<file path="config.mk">
export PLATFORM = sky130hd
export DESIGN_NAME = mem_responder
export DESIGN_NICKNAME = d
export VERILOG_FILES = /design/src/rtl/mem_responder.sv
export SDC_FILE = /design/constraint.sdc
export NUM_CORES = 1
export LEC_CHECK = 0
export CELL_PAD_IN_SITES_DETAIL_PLACEMENT = 0
export CELL_PAD_IN_SITES_GLOBAL_PLACEMENT = 1
export CORE_ASPECT_RATIO = 1.5
export CORE_MARGIN = 2
export CORE_UTILIZATION = 45
export CTS_CLUSTER_SIZE = 10
export DETAILED_ROUTE_END_ITERATION = 8
export GPL_ROUTABILITY_DRIVEN = 0
export PLACE_DENSITY_LB_ADDON = 0.1
export SLEW_MARGIN = 0
export SYNTH_ARGS = -nofsm -noshare
export SYNTH_HDL_FRONTEND = slang
export SYNTH_SLANG_ARGS = --single-unit
</file>
<file path="constraint.sdc">
create_clock -name i_clk -period 2.42 [get_ports i_clk]
set_input_delay 0.484 -clock i_clk [delete_from_list [all_inputs] [get_ports i_clk]]
set_output_delay 0.484 -clock i_clk [all_outputs]
set_load 0.02 [all_outputs]
</file>
<file path="src/rtl/mem_responder.sv">
// mem_responder: memory-side endpoint of the CPU MAR/MDR load-strobe interface.
// Holds MAR, MDR and the unified instruction/data RAM. A rising edge on
// i_ld_mdr starts a read or write. WAIT_CYCLES stretches each access and
// holds o_busy high meanwhile. Strobes that arrive during a stretched access
// are dropped and recorded in the sticky o_ovr flag.
//
// Optional feature: define MEM_PARITY_EN to store an even-parity bit per RAM
// word, check it on every read completion, and expose the sticky o_par_err
// output.
//
// Handshake: the controller asserts level strobes. i_ld_mar loads MAR on every
// idle edge where it is high. i_ld_mdr starts one access per rising edge, and
// only while idle. While o_busy is high the controller must hold its state.
// o_rd_valid pulses for one cycle after MDR has been loaded by a read.
module mem_responder #(
    parameter int AW          = 4,
    parameter int DW          = 8,
    parameter int WAIT_CYCLES = 0
) (
    input  logic          i_clk,
    input  logic          i_rst,
    input  logic          i_ld_mar,
    input  logic [AW-1:0] i_addr,
    input  logic          i_ld_mdr,
    input  logic          i_we,
    input  logic [DW-1:0] i_wdata,
    output logic [AW-1:0] o_mar,
    output logic [DW-1:0] o_mdr,
    output logic          o_busy,
    output logic          o_rd_valid,
    output logic          o_ovr
`ifdef MEM_PARITY_EN
    ,
    output logic          o_par_err
`endif
);

    localparam int         DEPTH       = 1 << AW;
    // The counter is loaded with WAIT_CYCLES-1 so that completion lands
    // exactly WAIT_CYCLES edges after the start edge.
    localparam logic [3:0] LP_CNT_INIT = (WAIT_CYCLES > 0) ? 4'(WAIT_CYCLES - 1) : 4'd0;
    localparam bit         LP_HAS_WAIT = (WAIT_CYCLES != 0);

    typedef enum logic [0:0] {
        S_IDLE = 1'b0,
        S_WAIT = 1'b1
    } state_t;

    state_t          r_state;
    state_t          w_state_nxt;

    logic [DW-1:0]   r_mem [DEPTH];
    logic [AW-1:0]   r_mar;
    logic [DW-1:0]   r_mdr;
    logic            r_rd_valid;
    logic            r_ovr;
    logic            r_ld_mdr_q;
    logic [3:0]      r_cnt;
    logic [AW-1:0]   r_acc_addr;
    logic            r_acc_we;
    logic [DW-1:0]   r_acc_wdata;

    logic            w_start;
    logic            w_busy_strobe;
    logic [AW-1:0]   w_eff_addr;
    logic            w_done;
    logic [AW-1:0]   w_cmp_addr;
    logic            w_cmp_we;
    logic [DW-1:0]   w_cmp_wdata;
    logic [DW-1:0]   w_rd_data;

`ifdef MEM_PARITY_EN
    logic            r_par [DEPTH];
    logic            r_par_err;
    logic            w_par_bad;
`endif

    // A start needs a fresh rising edge of the strobe and an idle FSM;
    // a level-held strobe therefore never retriggers.
    assign w_start       = i_ld_mdr && !r_ld_mdr_q && (r_state == S_IDLE);

    // Any strobe seen while stretching an access is dropped and flagged.
    assign w_busy_strobe = (r_state == S_WAIT) && (i_ld_mar || (i_ld_mdr && !r_ld_mdr_q));

    // Pick the address/direction/data of the access that completes this edge.
    always_comb begin
        // A same-edge MAR load bypasses straight into the starting access.
        w_eff_addr  = i_ld_mar ? i_addr : r_mar;
        w_done      = 1'b0;
        w_cmp_addr  = w_eff_addr;
        w_cmp_we    = i_we;
        w_cmp_wdata = i_wdata;
        if (LP_HAS_WAIT) begin
            w_done      = (r_state == S_WAIT) && (r_cnt == '0);
            w_cmp_addr  = r_acc_addr;
            w_cmp_we    = r_acc_we;
            w_cmp_wdata = r_acc_wdata;
        end else begin
            w_done      = w_start;
        end
    end

    assign w_rd_data = r_mem[w_cmp_addr];

`ifdef MEM_PARITY_EN
    // The stored bit makes the word plus parity carry an even number of ones.
    assign w_par_bad = ((^w_rd_data) != r_par[w_cmp_addr]);
`endif

    // FSM state register.
    always_ff @(posedge i_clk) begin
        if (i_rst) begin
            r_state <= S_IDLE;
        end else begin
            r_state <= w_state_nxt;
        end
    end

    // FSM next state: only stretched accesses ever leave IDLE.
    always_comb begin
        w_state_nxt = r_state;
        case (r_state)
            S_IDLE:  if (w_start && LP_HAS_WAIT) w_state_nxt = S_WAIT;
            S_WAIT:  if (r_cnt == '0) w_state_nxt = S_IDLE;
            default: w_state_nxt = S_IDLE;
        endcase
    end

    // FSM outputs: busy exactly while stretching an access.
    always_comb begin
        o_busy = (r_state == S_WAIT);
    end

    // MAR, MDR, strobe history, access latch, counter and status flags.
    always_ff @(posedge i_clk) begin
        if (i_rst) begin
            r_mar       <= '0;
            r_mdr       <= '0;
            r_rd_valid  <= 1'b0;
            r_ovr       <= 1'b0;
            r_ld_mdr_q  <= 1'b0;
            r_cnt       <= '0;
            r_acc_addr  <= '0;
            r_acc_we    <= 1'b0;
            r_acc_wdata <= '0;
`ifdef MEM_PARITY_EN
            r_par_err   <= 1'b0;
`endif
        end else begin
            r_ld_mdr_q <= i_ld_mdr;
            r_rd_valid <= 1'b0;

            if ((r_state == S_IDLE) && i_ld_mar) begin
                r_mar <= i_addr;
            end

            if (w_start && LP_HAS_WAIT) begin
                r_acc_addr  <= w_eff_addr;
                r_acc_we    <= i_we;
                r_acc_wdata <= i_wdata;
                r_cnt       <= LP_CNT_INIT;
            end

            if ((r_state == S_WAIT) && (r_cnt != '0)) begin
                r_cnt <= r_cnt - 4'd1;
            end

            if (w_busy_strobe) begin
                r_ovr <= 1'b1;
            end

            if (w_done) begin
                if (w_cmp_we) begin
                    r_mdr <= w_cmp_wdata;
                end else begin
                    r_mdr      <= w_rd_data;
                    r_rd_valid <= 1'b1;
`ifdef MEM_PARITY_EN
                    if (w_par_bad) begin
                        r_par_err <= 1'b1;
                    end
`endif
                end
            end
        end
    end

    // RAM write port; contents survive reset and a reset edge cancels a write.
    always_ff @(posedge i_clk) begin
        if (!i_rst && w_done && w_cmp_we) begin
            r_mem[w_cmp_addr] <= w_cmp_wdata;
`ifdef MEM_PARITY_EN
            r_par[w_cmp_addr] <= ^w_cmp_wdata;
`endif
        end
    end

    assign o_mar      = r_mar;
    assign o_mdr      = r_mdr;
    assign o_rd_valid = r_rd_valid;
    assign o_ovr      = r_ovr;
`ifdef MEM_PARITY_EN
    assign o_par_err  = r_par_err;
`endif

endmodule

</file>
==> results of run 1 <==
flip-flops by register name, indices dropped and copies added (netlist names):
signal	count
o_busy	1
o_mar	4
o_mdr	8
o_ovr	1
o_rd_valid	1
r_cnt	4
r_ld_mdr_q	1
r_mem	128
worst register-to-register path: stages, from the launching register on:
cell and delay [ps]:
dfxtp_1 330, or3b_1 390, or3_1 370, or3b_4 460
nor2_1 130, buf_4 190
final cells by class:
type	count	area share
clock buffers	18	0.0565
clock inverters	14	0.0147
flip-flops and latches	148	0.559
multi-input cells	212	0.210
inverters	6	0.00296
well taps	159	0.0262
repair buffers	111	0.131
stage by stage:
step                      instances  TNS (ps)
after global routing            668         0
after floorplan                 386         0
after CTS                       661         0
after global placement          629    -39790
final                           668         0
after detailed placement        629    -39390
per-layer routing:
layer,track usage,up-vias
met5,0,-
met4,0.0914,0
met2,0.403,99
met1,0.272,1883
met3,0.0372,24
li1,-,1747
cells in the mapped netlist, drive strengths merged:
library cell	number	area (um2)
dfxtp	20	400
o21ai	49	245
mux4	16	360
clkbuf	10	37.5
and3	1	6.26
nor2	30	113
nand3b	1	7.51
mux2i	6	60.1
nor4	1	6.26
edfxtp	128	3840
xnor2	3	26.3
and2	2	12.5
ha	1	12.5
nand2	11	41.3
a31oi	1	6.26
a311oi	2	17.5
nor3	9	45.0
or3	2	12.5
nand3	1	5.00
o31ai	1	7.51
nand2b	1	6.26
a22o	18	158
nand4	3	18.8
o21a	2	15.0
a41oi	6	52.6
or3b	2	17.5
or2	4	25.0
buf	10	62.6
inv	6	22.5
nor2b	3	18.8
a22oi	6	45.0
a21o	3	22.5
and3b	3	26.3
a21oi	13	65.1
nor3b	5	52.6
a221oi	6	52.6
cell families after synthesis:
logic type	Yosys count
muxes	22
AOI/OAI and AO/OA	107
DFF	148
buffers and inverters	26
and+or+nand+nor	79
adders and majority gates	1
xor gates and xnor gates	3
worst max-delay path by stage:
| stage | depth (start not counted) | to | startpoint |
|---|---|---|---|
| final | 6 | r_mem[1][4] | i_ld_mdr |
| after global routing | 6 | r_mem[3][6] | i_ld_mdr |
| after floorplan | 4 | r_mem[1][0] | i_ld_mdr |
| after global placement | 9 | o_mdr[2] | i_ld_mar |
| after detailed placement | 9 | o_mdr[2] | i_ld_mar |
| after CTS | 6 | r_mem[1][4] | i_ld_mdr |
power by group through the flow:
stage | combinational (mW) | sequential [mW] | clock [mW]
2_1_floorplan | 0.216 | 2.87 | 0
3_3_place_gp | 0.493 | 2.86 | 0
3_5_place_dp | 0.494 | 2.86 | 0
4_1_cts | 0.498 | 2.81 | 2.44
5_1_grt | 0.552 | 2.81 | 2.55
6_report | 0.512 | 2.81 | 2.40
timing repair:
action / in CTS / in global routing
pin swaps: 0 / 1
endpoints found under the hold margin: 0 / 0
resized for setup: 1 / 5
hold buffers: 0 / 0
buffers inserted: 0 / 6
setup endpoints to repair: 2 / 26
gates cloned: 0 / 1
==> results.ini, run 1 <==
[yosys]
synth_xor_area_frac=0.00443
synth_compound_area_frac=0.116
ys_seq_area_frac=0.716
synth_area_mm2=0.00593
synth_warnings=0
synth_top_family_by_area=compound AO/OA/AOI/OAI gates
synthMuxAreaShare=0.0709
synth_seq_cells=148
synthSimpleGateAreaFrac=0.0699
avgSynthCellArea_um2=15.4
syn_inst=386
ys_types=42
synth_fa_ha_area_frac=0.00211
syn-num-nets=404

[power_and_ir_drop]
p_leak_nw=2.64
comb_power_share=0.090
pwr-share-seq=0.491
p_switching_mw=1.28
p_sw_frac=0.224
irDropWorstVdd_v=0.000457
intPower_mw=4.44
power_mw=5.72
power.density_mw_per_mm2=753
p_clk_frac=0.420

[drt]
vias=3753
viasPerCell=5.62
dr.pass1.iters=4
drt-initial-drc-count=236
ant_nets=0
wl_met2_um=8050
wl_met1_um=5970
routed_wire_length_per_instance_um=22.5
wl_met3_um=668
wl_um=15000
drcViolationCount=0
route.top_layer_used=met4

[place]
dp_hpwl_um=10500
port_buffers=31
placed_area_mm2=0.00696
dp_slack_ps=-524

[layout]
nets=514
fin_util=0.587
final_cell_mix=edfxtp_1, buf_4, o21ai_0
multi_input_area_mm2=0.00160
fillCellCount=1072
mostFrequentLayoutCell=edfxtp_1
layout-drive-gt1-share=0.261
final_cell_area_mm2=0.00760
regArea_mm2=0.00424
area_delta_synth_final_pct=28.2
n_antenna_cell=0

[floorplanning]
ios=32
core_area_mm2=0.0130
die_h_um=145
die_w_um=97.7
dieArea_mm2=0.0141
start_util=0.458
row_count=51

[clock_tree]
root_buffer=clkbuf_16
cts_sinks=148
cts_htree_levels=4
clock_latency_ps=420
clock_path_buffers=2
clkSlewWorstSetupHoldPaths_ps=60
cts_tree=done
numCtsBuffers=17

[worst_setup_path]
path_cells=clkdlybuf4s50_1 > or3b_1 > or3_1 > or3b_4 > nor2_1 > buf_4
crit_arrival_ps=2480
r2r_start=r_ld_mdr_q
crit_path_top_delay_cell=clkdlybuf4s50_1
cp-start-kind=primary input
r2r_slack_ps=250
required_ps=2550
crit_fanout=8
slowest_delay_ps=470
critical_path.top_delay_family=simple AND/OR/NAND/NOR gates
rr_endpoint=r_mem[1][4]
r2r_cells=5
critical_path_class=in -> reg
cp.buffers_inverters=2
cp-end-kind=flop

[sta]
hold_viol_final=0
fin_crit_ps=2350
max_slew_margin=0.504
max_freq_ghz=0.425
finClkSkew_ps=8.39
tightest_slew_ps=738
drv_slew=0
worst_hold_slack_ps=475
timing.final.ws_setup_ps=66.8
finalCritPeriodShare=0.972
finalSetupViolCount=0
rsz0062_at_grt=false

[grt]
antenna_found_initial=0
grtUsageTotal=0.225
grt_pass1_wl_um=22800
grt_max_degree=30
grt-ovfl-total=0
grt_pass1_vias=3891

[worst_hold_path]
hold_depth=2
hold_end=o_ovr
min_from=o_ovr
hold_path_class=reg -> reg

[outcome]
status=complete, no violations

[flow_run]
drv_cap=0

Power figures use the tool's default switching activity.
==> run 2: changes to the inputs <==
- TNS_END_PERCENT: unset -> 20
==> results of run 2 <==
No change in the layout: final DEF, timing and power equal those of run 1.
